==> config.mk <==
export PLATFORM = sky130hd
export DESIGN_NAME = mem_dma_flat
export DESIGN_NICKNAME = d
export VERILOG_FILES = /design/src/rtl/mem_dma_if.sv /design/src/rtl/mem_dma.sv /design/src/flat_wrapper.sv
export SDC_FILE = /design/constraint.sdc
export NUM_CORES = 1
export LEC_CHECK = 0
export ABC_AREA = 1
export ABC_CLOCK_PERIOD_IN_PS = 3620
export CAP_MARGIN = 10
export CORE_AREA = 5 5 143 145
export CTS_BUF_LIST = sky130_fd_sc_hd__clkbuf_16
export CTS_CLUSTER_DIAMETER = 30
export DETAILED_ROUTE_END_ITERATION = 12
export DIE_AREA = 0 0 148 150
export DONT_BUFFER_PORTS = 1
export GPL_ROUTABILITY_DRIVEN = 0
export SLEW_MARGIN = 0
export SYNTH_ARGS = -nofsm -noshare
export SYNTH_HDL_FRONTEND = slang
export SYNTH_SLANG_ARGS = --single-unit
export TNS_END_PERCENT = 1
==> constraint.sdc <==
create_clock -name clk -period 3.62 [get_ports clk]
set_clock_uncertainty 0.05 [all_clocks]
set_input_delay 0.724 -clock clk [delete_from_list [all_inputs] [get_ports clk]]
set_output_delay 0.724 -clock clk [all_outputs]
set_load 0.02 [all_outputs]
==> src/rtl/mem_dma_if.sv <==
// ============================================================================
// Module      : mem_dma_if
// Description : Hack memory-port bundle shared by the DMA initiator and memory.
// Revision    : 1.0 - initial release
// ============================================================================
`default_nettype none

interface mem_dma_if;
    logic [15:0] mem_address;
    logic [15:0] mem_in;
    logic        mem_load;
    logic [15:0] mem_out;
    logic        mem_busy;

    modport master (
        output mem_address,
        output mem_in,
        output mem_load,
        input  mem_out,
        input  mem_busy
    );

    modport slave (
        input  mem_address,
        input  mem_in,
        input  mem_load,
        output mem_out,
        output mem_busy
    );
endinterface

`default_nettype wire

==> src/rtl/mem_dma.sv <==
// ============================================================================
// Module      : mem_dma
// Description : Block fill / ascending copy engine on the Hack memory port.
// Revision    : 1.0 - initial release
// ============================================================================
`default_nettype none

module mem_dma (
    input  wire logic        clk,
    input  wire logic        reset,
    input  wire logic        start,
    input  wire logic        mode,
    input  wire logic [15:0] src,
    input  wire logic [15:0] dst,
    input  wire logic [15:0] len,
    input  wire logic [15:0] fill_value,
    output logic             active,
    output logic             done,
    mem_dma_if.master        bus
);

    localparam logic [2:0] c_IDLE = 3'd0;
    localparam logic [2:0] c_RD   = 3'd1;
    localparam logic [2:0] c_CAP  = 3'd2;
    localparam logic [2:0] c_WR   = 3'd3;
    localparam logic [2:0] c_FIN  = 3'd4;

    logic [2:0]  r_state, w_state_nxt;
    logic [15:0] r_sa, w_sa_nxt;
    logic [15:0] r_da, w_da_nxt;
    logic [15:0] r_rem, w_rem_nxt;
    logic [15:0] r_fv, w_fv_nxt;
    logic [15:0] r_hold, w_hold_nxt;
    logic        r_md, w_md_nxt;
    logic [15:0] r_addr, w_addr_nxt;
    logic [15:0] r_wdata, w_wdata_nxt;

    always_comb begin
        w_state_nxt = r_state;
        w_sa_nxt    = r_sa;
        w_da_nxt    = r_da;
        w_rem_nxt   = r_rem;
        w_fv_nxt    = r_fv;
        w_hold_nxt  = r_hold;
        w_md_nxt    = r_md;
        case (r_state)
            c_IDLE: begin
                if (start) begin
                    w_sa_nxt = src;
                    w_da_nxt = dst;
                    w_rem_nxt = len;
                    w_md_nxt = mode;
                    w_fv_nxt = fill_value;
                    if (len == 16'd0)
                        w_state_nxt = c_FIN;
                    else
                        w_state_nxt = mode ? c_RD : c_WR;
                end
            end
            c_RD: begin
                if (!bus.mem_busy)
                    w_state_nxt = c_CAP;
            end
            c_CAP: begin
                w_hold_nxt  = bus.mem_out;
                w_state_nxt = c_WR;
            end
            c_WR: begin
                if (!bus.mem_busy) begin
                    w_sa_nxt  = r_sa + 16'd1;
                    w_da_nxt  = r_da + 16'd1;
                    w_rem_nxt = r_rem - 16'd1;
                    if (r_rem == 16'd1)
                        w_state_nxt = c_FIN;
                    else
                        w_state_nxt = r_md ? c_RD : c_WR;
                end
            end
            c_FIN: w_state_nxt = c_IDLE;
            default: w_state_nxt = c_IDLE;
        endcase
    end

    // Bus address/data are registered from the next state so they line up
    // with the state they belong to and hold their value through IDLE/FIN.
    always_comb begin
        w_addr_nxt  = r_addr;
        w_wdata_nxt = r_wdata;
        case (w_state_nxt)
            c_RD, c_CAP: w_addr_nxt = w_sa_nxt;
            c_WR: begin
                w_addr_nxt  = w_da_nxt;
                w_wdata_nxt = w_md_nxt ? w_hold_nxt : w_fv_nxt;
            end
            default: ;
        endcase
    end

    always_ff @(posedge clk) begin
        if (reset) begin
            r_state <= c_IDLE;
            r_sa    <= 16'd0;
            r_da    <= 16'd0;
            r_rem   <= 16'd0;
            r_fv    <= 16'd0;
            r_hold  <= 16'd0;
            r_md    <= 1'b0;
            r_addr  <= 16'd0;
            r_wdata <= 16'd0;
        end else begin
            r_state <= w_state_nxt;
            r_sa    <= w_sa_nxt;
            r_da    <= w_da_nxt;
            r_rem   <= w_rem_nxt;
            r_fv    <= w_fv_nxt;
            r_hold  <= w_hold_nxt;
            r_md    <= w_md_nxt;
            r_addr  <= w_addr_nxt;
            r_wdata <= w_wdata_nxt;
        end
    end

    assign active          = (r_state != c_IDLE);
    assign done            = (r_state == c_FIN);
    assign bus.mem_load    = (r_state == c_WR);
    assign bus.mem_address = r_addr;
    assign bus.mem_in      = r_wdata;

endmodule

`default_nettype wire

==> src/flat_wrapper.sv <==
// flat-port wrapper written by rule: the top's interface ports become plain ports
module mem_dma_flat 
  (clk, reset, start, mode, src, dst, len, fill_value, active, done, bus_mem_address, bus_mem_in, bus_mem_load, bus_mem_out, bus_mem_busy);
  mem_dma_if bus_i ();
  input  wire logic clk;
  input  wire logic reset;
  input  wire logic start;
  input  wire logic mode;
  input  wire logic [15:0] src;
  input  wire logic [15:0] dst;
  input  wire logic [15:0] len;
  input  wire logic [15:0] fill_value;
  output logic active;
  output logic done;
  output wire logic [$bits(bus_i.mem_address)-1:0] bus_mem_address;
  output wire logic [$bits(bus_i.mem_in)-1:0] bus_mem_in;
  output wire logic [$bits(bus_i.mem_load)-1:0] bus_mem_load;
  input wire logic [$bits(bus_i.mem_out)-1:0] bus_mem_out;
  input wire logic [$bits(bus_i.mem_busy)-1:0] bus_mem_busy;
  assign bus_mem_address = bus_i.mem_address;
  assign bus_mem_in = bus_i.mem_in;
  assign bus_mem_load = bus_i.mem_load;
  assign bus_i.mem_out = bus_mem_out;
  assign bus_i.mem_busy = bus_mem_busy;
  mem_dma u_core (.clk(clk), .reset(reset), .start(start), .mode(mode), .src(src), .dst(dst), .len(len), .fill_value(fill_value), .active(active), .done(done), .bus(bus_i));
endmodule
==> impl_metrics.py, run 1 <==
metrics = {
    "status": {
        "status": "finished clean",
    },
    "min_path": {
        "min_from": "reset",
        "hp-class": "in2reg",
        "hold_end": "u_core.r_fv[4]",
        "hold_depth": 1,
    },
    "global_routing": {
        "antenna_found_initial": 0,
        "grt-ovfl-total": 0,
        "grt_pass1_vias": 5350,
        "grt_pass1_wl_um": 29000,
        "track_usage_pct": 16.7,
        "grt_max_degree": 103,
    },
    "worst_setup_path": {
        "r2r-end": "u_core.bus.mem_address[1]",
        "crit_path_max_incr_delay_ns": 0.59,
        "crit_cells": 12,
        "cp_slowest_cell": "inv_1",
        "crit_path_frequent_cell": "nand2_1",
        "path_class": "reg2reg",
        "worstPathRequired_ns": 3.95,
        "r2r_cells": 12,
        "r2r_slack_ns": 1.04,
        "start_kind": "register",
        "path_cells": "nor2_2, nand2_2, inv_2, nand2_2, nand2_1, inv_1, nand2_1, nand3_1, nand4_1, nand3_1, nand2_1, inv_1",
        "cp-end-kind": "register",
        "r2r-start": "u_core.r_state[0]",
        "critPathMaxFanout": 20,
        "arrival_ns": 2.91,
        "critPathBufInv": 3,
        "crit_family": "simple AND/OR/NAND/NOR gates",
    },
    "logic_synthesis": {
        "syn_nets": 1076,
        "synthTopCellsByArea": "dfxtp_1 36%, nand2_1 14%, inv_1 7.7%",
        "synth_cell_types": 41,
        "yosysMostFrequentCell": "nand2_1",
        "synth_edf_count": 0,
        "synth_cells": 987,
        "synth_area_leader_cell": "dfxtp_1",
        "syn_avg_cell_area_um2": 6.56,
        "synthFlopType": "dfxtp_1",
        "ys_top_cells_by_count": "249 x nand2_1, 132 x inv_1, 130 x nor2_1",
        "synth_top_area_share_pct": 35.9,
        "synth_seq_cells": 116,
        "ys_seq_area_share_pct": 35.9,
        "synth_area_mm2": 0.00647,
        "ys_warn_count": 0,
        "synthArstFlopShare_pct": 0,
    },
    "cts": {
        "clk_path_buf_depth": 2,
        "clk_pin_slew_ns": 0.06,
        "htree_num_levels": 4,
        "clkSinkCount": 116,
        "cts_setup_buffers": 0,
        "cts-resized-gates": 0,
        "cts_tree": "yes",
        "cts_hold_buf": 0,
        "clk_latency_ns": 0.43,
        "cts_root_buffer": "clkbuf_16",
        "numCtsBuffers": 17,
    },
    "floorplan": {
        "ios": 120,
        "rows": 51,
        "dieArea_mm2": 0.0222,
        "initial_core_util_pct": 33.9,
        "core_area_mm2": 0.0191,
        "die_w_um": 148,
        "die_h_um": 150,
    },
    "routing": {
        "vias": 5896,
        "routedWlPerCell_um": 15.3,
        "ant_nets": 0,
        "via_per_inst": 4.84,
        "dr.pass1.iters": 5,
        "drtIter0Drc": 378,
        "dr.max_layer_used": "met4",
        "wl_met1_um": 8510,
        "drc": 0,
        "wl_um": 18600,
        "wl_met2_um": 8260,
        "dr_wl_met3_um": 1640,
    },
    "sta": {
        "setup-violations-final": 0,
        "min_period_ns": 2.58,
        "fmax_ghz": 0.387,
        "drv_slew": 0,
        "worst_pin_slew_ns": 0.773,
        "hold_viol_final": 0,
        "tns_ns": 0,
        "relSlewSlack_pct": 48.4,
        "rsz0062_at_grt": "no",
        "fin_crit_sh_pct": 71.3,
    },
    "layout": {
        "antenna_cells": 0,
        "area_delta_synth_final_pct": 9.76,
        "nets": 1057,
        "final_cell_count_no_fill": 1219,
        "stdcell_area_mm2": 0.00711,
        "drive_above_1_share_pct": 8.26,
    },
    "power": {
        "design_power_total_w": 0.00435,
        "leakage_nw": 3.23,
        "powerDensity_mw_per_mm2": 613,
        "irDropWorstVdd_v": 0.000306,
    },
    "placed_design": {
        "dpl.hpwl_um": 13300,
        "dp_cells": 1187,
        "post_dp_cell_area_mm2": 0.00654,
        "port-buffer-count": 0,
    },
    "flow_run": {
        "max_cap_viol_count": 0,
    },
}
## how the worst max path moves through the flow
stage                 startpoint                         to  slack (ns)
6_report       u_core.r_state[0]  u_core.bus.mem_address[1]        1.04
5_1_grt        u_core.r_state[0]  u_core.bus.mem_address[1]        0.78
3_5_place_dp   u_core.r_state[0]  u_core.bus.mem_address[1]        1.03
3_3_place_gp   u_core.r_state[0]  u_core.bus.mem_address[1]        1.02
4_1_cts        u_core.r_state[0]  u_core.bus.mem_address[1]        0.99
2_1_floorplan       bus_mem_busy  u_core.bus.mem_address[5]        1.57
## metal layers
metal,track usage (%),up-vias
li1,-,3106
met1,21.2,2630
met2,25.7,140
met3,7.51,20
met4,4.71,0
met5,0,-
## cell type report
type / count / area, um^2
Clock buffer: 17 / 425
Clock inverter: 15 / 144
Fill cell: 2031 / 12000
Inverter: 140 / 528
Multi-Input combinational cell: 688 / 3350
Sequential cell: 116 / 2320
Tap cell: 238 / 298
Timing Repair Buffer: 5 / 37.5
## placed cells by master, fill, tap and decap left out, types with 10 or more instances in the layout
cell	Yosys	routed
nand2_1	249	249
inv_1	132	132
nor2_1	130	130
dfxtp_1	116	116
o21ai_0	64	64
a21oi_1	61	61
nand3_1	56	56
o21ai_1	19	19
clkbuf_16	0	17
mux2i_1	16	16
nand4_1	15	15
o21bai_2	10	10
## metrics by stage
stage / worst slack [ns] / hold slack [ns] / utilization, %
5_1_grt: 0.784 / 0.294 / 37.2
4_1_cts: 0.989 / 0.304 / 37.2
3_5_place_dp: 1.03 / 0.416 / 34.3
6_report: 1.04 / 0.317 / 37.2
2_1_floorplan: 1.57 / 0.400 / -
3_3_place_gp: 1.02 / 0.408 / 34.3
## kinds of logic (layout without fill, tap and decap cells)
kind of cell | count (synthesis) | after routing | share of synthesized area (%)
AO/OA/AOI/OAI | 180 | 180 | 15.9
flip-flops | 116 | 116 | 35.9
XOR/XNOR | 4 | 4 | 0.541
buffers and inverters | 183 | 177 | 12.4
AND/OR/NAND/NOR | 484 | 484 | 32.0
multiplexers | 16 | 16 | 2.47
adder cells (fa/ha/maj) | 4 | 4 | 0.773
## registers in the layout, indices dropped and copies added (netlist names)
| register | flops |
|---|---|
| u_core.r_state | 3 |
| u_core.r_rem | 16 |
| u_core.r_sa | 16 |
| u_core.r_md | 1 |
| u_core.bus.mem_address | 16 |
| u_core.r_hold | 16 |
| u_core.r_fv | 16 |
| u_core.r_da | 16 |
| u_core.bus.mem_in | 16 |
## power by group
part / internal, W / switching, W / leakage, nW
Sequential: 0.00145 / 0.000216 / 0.951
Combinational: 0.000334 / 0.000705 / 2.01
Clock: 0.000958 / 0.000689 / 0.268
Total: 0.00274 / 0.00161 / 3.23
No activity file was read; power rests on OpenSTA's default activity.
==> run 2, diff against run 1 <==
ABC_CLOCK_PERIOD_IN_PS = 2400   (was 3620)
clock period = 2.4 ns   (was 3.62 ns; I/O delays follow)
==> run 2 against run 1 <==
Effect of this change: setup slack worse by 0.81 ns; combinational power is 55% higher; sequential power is 50% higher; highest routed layer unchanged; first-iteration DRC count is 10% lower; flip-flop and latch count stayed put; utilization is 0.68 points higher; final area is 1.8% higher; clock-buffer cell count stayed put; non-clock buffer count is 12 higher; hold slack worse by 0.24 ns; fmax is 19% higher; clock power is 55% higher.
==> impl_metrics.py, run 2 (synthesis results as in run 1) <==
metrics = {
    "status": {
        "status": "finished clean",
    },
    "cts": {
        "clk_latency_ns": 0.42,
        "clk_path_buf_depth": 2,
        "cts-resized-gates": 0,
        "cts_tree": "yes",
        "clk_pin_slew_ns": 0.06,
        "cts_setup_buffers": 0,
        "htree_num_levels": 4,
        "cts_root_buffer": "clkbuf_16",
        "numCtsBuffers": 17,
        "clkSinkCount": 116,
        "cts_hold_buf": 0,
    },
    "worst_setup_path": {
        "critPathMaxFanout": 26,
        "crit_start": "u_core.r_rem[1]",
        "path_class": "reg2reg",
        "start_kind": "register",
        "cp-end-kind": "register",
        "worstPathRequired_ns": 2.70,
        "r2r-start": "u_core.r_rem[1]",
        "arrival_ns": 2.47,
    },
    "global_routing": {
        "grt-ovfl-total": 0,
        "grt_pass1_wl_um": 29600,
        "grt_pass1_vias": 5621,
        "antenna_found_initial": 0,
        "track_usage_pct": 16.8,
        "grt_max_degree": 103,
    },
    "placed_design": {
        "post_dp_cell_area_mm2": 0.00664,
        "dpl.hpwl_um": 13300,
        "port-buffer-count": 0,
    },
    "floorplan": {
        "rows": 51,
        "ios": 120,
        "die_h_um": 150,
        "initial_core_util_pct": 33.9,
        "core_area_mm2": 0.0191,
        "dieArea_mm2": 0.0222,
        "die_w_um": 148,
    },
    "layout": {
        "most-common-layout-cells": "249 x nand2_1, 132 x inv_1, 130 x nor2_1",
        "stdcell_area_mm2": 0.00724,
        "layout_commonest_cell": "nand2_1",
        "drive_above_1_share_pct": 9.26,
        "nets": 1069,
        "fillCellCount": 2043,
        "antenna_cells": 0,
        "area_delta_synth_final_pct": 11.7,
    },
    "power": {
        "powerDensity_mw_per_mm2": 924,
        "irDropWorstVdd_v": 0.000558,
        "leakage_nw": 3.32,
    },
    "min_path": {
        "hp-class": "in2reg",
        "min_from": "reset",
    },
    "routing": {
        "ant_nets": 0,
        "drtIter0Drc": 340,
        "dr_wl_met3_um": 1750,
        "dr.pass1.iters": 5,
        "routedWlPerCell_um": 14.9,
        "drc": 0,
        "vias": 6000,
        "wl_met2_um": 8070,
        "via_per_inst": 4.87,
        "wl_met1_um": 8260,
        "wl_um": 18300,
        "dr.max_layer_used": "met4",
    },
    "sta": {
        "rsz0062_at_grt": "no",
        "relSlewSlack_pct": 58.4,
        "fmax_ghz": 0.461,
        "min_period_ns": 2.17,
        "fin_crit_sh_pct": 90.3,
        "tns_ns": 0,
        "hold_viol_final": 0,
        "worst_pin_slew_ns": 0.623,
        "drv_slew": 0,
        "setup-violations-final": 0,
    },
    "flow_run": {
        "max_cap_viol_count": 0,
    },
}
-- run 2: changes by cell type in the layout (fill, tap and decap cells not counted), sizes merged --
cell / previous run / this run
buf: 5 / 17
bufinv: 1 / 2
clkinv: 2 / 6
clkinvlp: 4 / 1
inv: 148 / 146
-- run 2: final timing paths --
check | slack, ns | cells past startpoint | end
worst max-delay path | 0.23 | 13 | u_core.bus.mem_in[1]
worst min register to register | 0.44 | 2 | u_core.r_rem[11]
worst max register to register | 0.23 | 13 | u_core.bus.mem_in[1]
worst min-delay path | 0.07 | 1 | u_core.bus.mem_in[10]
-- run 2: per-layer routing --
| layer | vias to the layer above | track usage, % |
|---|---|---|
| met4 | 0 | 5.03 |
| met1 | 2693 | 21.3 |
| li1 | 3136 | - |
| met5 | - | 0 |
| met3 | 20 | 7.21 |
| met2 | 151 | 25.9 |
-- run 2: critical path, stage by stage (launching register included) --
cell     delay [ns]
dfxtp_1        0.32
inv_1          0.09
ha_1           0.19
nand2_1        0.06
nor2_1         0.05
nand2_1        0.10
nand2_1        0.07
nand2_1        0.07
nand2_2        0.06
nand2_4        0.12
nand2_4        0.08
nor2_4         0.49
o21ai_0        0.19
a21oi_1        0.15
-- run 2: cell type report --
type / instances / area [um^2] / area share [%]
Clock buffer: 17 / 425 / 5.88
Clock inverter: 15 / 170 / 2.35
Inverter: 140 / 528 / 7.30
Multi-Input combinational cell: 688 / 3350 / 46.3
Sequential cell: 116 / 2320 / 32.1
Tap cell: 238 / 298 / 4.12
Timing Repair Buffer: 17 / 140 / 1.94
-- run 2: metrics by stage --
step | hold WS, ns | util [%] | instances | worst slack, ns | power [W]
2_1_floorplan | 0.400 | - | 987 | 0.595 | 0.00384
3_3_place_gp | 0.417 | 34.8 | 1199 | 0.215 | 0.00415
3_5_place_dp | 0.423 | 34.8 | 1199 | 0.217 | 0.00417
4_1_cts | 0.0604 | 37.9 | 1231 | 0.220 | 0.00677
5_1_grt | 0.0613 | 37.9 | 1231 | 0.0230 | 0.00712
6_report | 0.0748 | 37.9 | 1231 | 0.233 | 0.00668
-- run 2: where the power goes --
part           internal [W]  total (W)  switching, W  leakage, nW
Combinational      0.000539    0.00161       0.00107         2.08
Clock               0.00155    0.00256       0.00101        0.289
Sequential          0.00219    0.00251      0.000323        0.951
Total               0.00428    0.00668       0.00240         3.32
==> run 3, diff against run 2 <==
ABC_CLOCK_PERIOD_IN_PS = 2700   (was 2400)
clock period = 2.7 ns   (was 2.4 ns; I/O delays follow)
==> run 3 against run 2 <==
Effect of this change: utilization decreased by 0.18 points; highest routed layer unchanged; global-route usage increased by 0.40 points; power decreased by 12%; register-to-register slack improved by 0.29 ns; largest power group is now registers; largest cell class unchanged.
==> impl_metrics.py, run 3 (synthesis results as in run 1) <==
metrics = {
    "worst_setup_path": {
        "critPathBufInv": 2,
        "crit_path_max_incr_delay_ns": 0.46,
        "path_class": "reg2out",
        "arrival_ns": 1.73,
        "r2r_cells": 11,
        "crit_family": "buffers and inverters",
        "worstPathRequired_ns": 2.11,
        "r2r-end": "u_core.bus.mem_in[4]",
        "cp-end-kind": "output port",
        "critPathMaxFanout": 26,
        "r2r_slack_ns": 0.52,
        "crit_path_frequent_cell": "buf_4",
        "r2r-start": "u_core.r_state[0]",
        "start_kind": "register",
        "path_cells": "nand2_4, nor2_8, buf_4, buf_4",
        "cp_slowest_cell": "dfxtp_1",
    },
    "floorplan": {
        "die_w_um": 148,
        "initial_core_util_pct": 33.9,
        "rows": 51,
        "core_area_mm2": 0.0191,
        "ios": 120,
        "die_h_um": 150,
        "dieArea_mm2": 0.0222,
    },
    "layout": {
        "final_cell_count_no_fill": 1228,
        "utilization_pct": 37.7,
        "drive_above_1_share_pct": 8.69,
        "seqCellArea_mm2": 0.00232,
        "nets": 1068,
        "area_delta_synth_final_pct": 11.2,
        "antenna_cells": 0,
        "most-common-layout-cells": "249 x nand2_1, 133 x inv_1, 130 x nor2_1",
        "fillCellCount": 2048,
        "layout_commonest_cell": "nand2_1",
        "multi_input_area_mm2": 0.00335,
    },
    "routing": {
        "routedWlPerCell_um": 15.1,
        "vias": 5965,
        "ant_nets": 0,
        "dr.pass1.iters": 5,
        "via_per_inst": 4.86,
        "wl_um": 18500,
        "drc": 0,
        "drtIter0Drc": 339,
    },
    "cts": {
        "clkSinkCount": 116,
        "clk_latency_ns": 0.41,
        "cts_hold_buf": 0,
        "clk_pin_slew_ns": 0.06,
        "numCtsBuffers": 17,
        "cts-resized-gates": 0,
        "cts_root_buffer": "clkbuf_16",
        "cts_setup_buffers": 0,
        "htree_num_levels": 4,
        "cts_tree": "yes",
        "clk_path_buf_depth": 2,
    },
    "sta": {
        "setup-violations-final": 0,
        "rsz0062_at_grt": "no",
        "worst_pin_slew_ns": 0.557,
        "fmax_ghz": 0.431,
        "tns_ns": 0,
        "hold_viol_final": 0,
        "fin_crit_sh_pct": 86.0,
        "drv_slew": 0,
        "whs_ns": 0.145,
        "min_period_ns": 2.32,
        "relSlewSlack_pct": 62.8,
    },
    "global_routing": {
        "grt_max_degree": 103,
        "track_usage_pct": 17.2,
        "grt_pass1_vias": 5688,
        "grt-ovfl-total": 0,
        "antenna_found_initial": 0,
        "grt_pass1_wl_um": 29900,
    },
    "min_path": {
        "min_from": "reset",
        "hold_depth": 1,
        "hp-class": "in2reg",
        "hold_end": "u_core.bus.mem_in[0]",
    },
    "placed_design": {
        "dpl.hpwl_um": 13400,
        "dp_cells": 1198,
        "port-buffer-count": 0,
    },
    "power": {
        "leakage_nw": 3.30,
        "irDropWorstVdd_v": 0.000516,
        "powerDensity_mw_per_mm2": 819,
    },
    "flow_run": {
        "max_cap_viol_count": 0,
    },
    "status": {
        "status": "finished clean",
    },
}
## run 3: final cells by class
| class | count | share of cell area, % |
|---|---|---|
| inverter | 140 | 7.33 |
| clock inverter | 13 | 2.00 |
| timing repair buffer | 16 | 1.84 |
| multi-input combinational | 688 | 46.5 |
| tap | 238 | 4.13 |
| sequential | 116 | 32.2 |
| clock buffer | 17 | 5.91 |
## run 3: routing by layer
| layer | global-route usage [%] | vias to the layer above | part of all wire, % |
|---|---|---|---|
| li1 | - | 3119 | - |
| met1 | 21.2 | 2687 | 44 |
| met2 | 26.8 | 147 | 45 |
| met3 | 8.06 | 12 | 10 |
| met4 | 4.85 | 0 | 0.96 |
| met5 | 0 | - | 0 |
## run 3: per-stage QoR
stage | area (um^2) | worst slack [ns] | total power (W)
after detailed placement | 6630 | 0.484 | 0.00371
after floorplan | 6470 | 0.835 | 0.00342
final | 7200 | 0.378 | 0.00590
after global placement | 6630 | 0.498 | 0.00370
after CTS | 7200 | 0.337 | 0.00596
after global routing | 7200 | 0.239 | 0.00628
## run 3: worst max-delay path by stage
| stage | from | endpoint | slack, ns | depth (start not counted) |
|---|---|---|---|---|
| floorplan | bus_mem_busy | u_core.bus.mem_address[5] | 0.83 | 11 |
| global placement | len[3] | u_core.bus.mem_address[0] | 0.50 | 12 |
| detailed placement | len[7] | u_core.bus.mem_address[0] | 0.48 | 12 |
| CTS | u_core.r_state[0] | bus_mem_load | 0.34 | 4 |
| global route | u_core.r_rem[1] | u_core.bus.mem_in[6] | 0.24 | 13 |
| finish | u_core.r_state[0] | bus_mem_load | 0.38 | 4 |
## run 3: power by group
part / total (W) / switching [W] / internal [W] / leakage, nW
clock: 0.00223 / 0.000805 / 0.00142 / 0.278
combinational: 0.00144 / 0.000953 / 0.000484 / 2.07
sequential: 0.00223 / 0.000287 / 0.00195 / 0.951
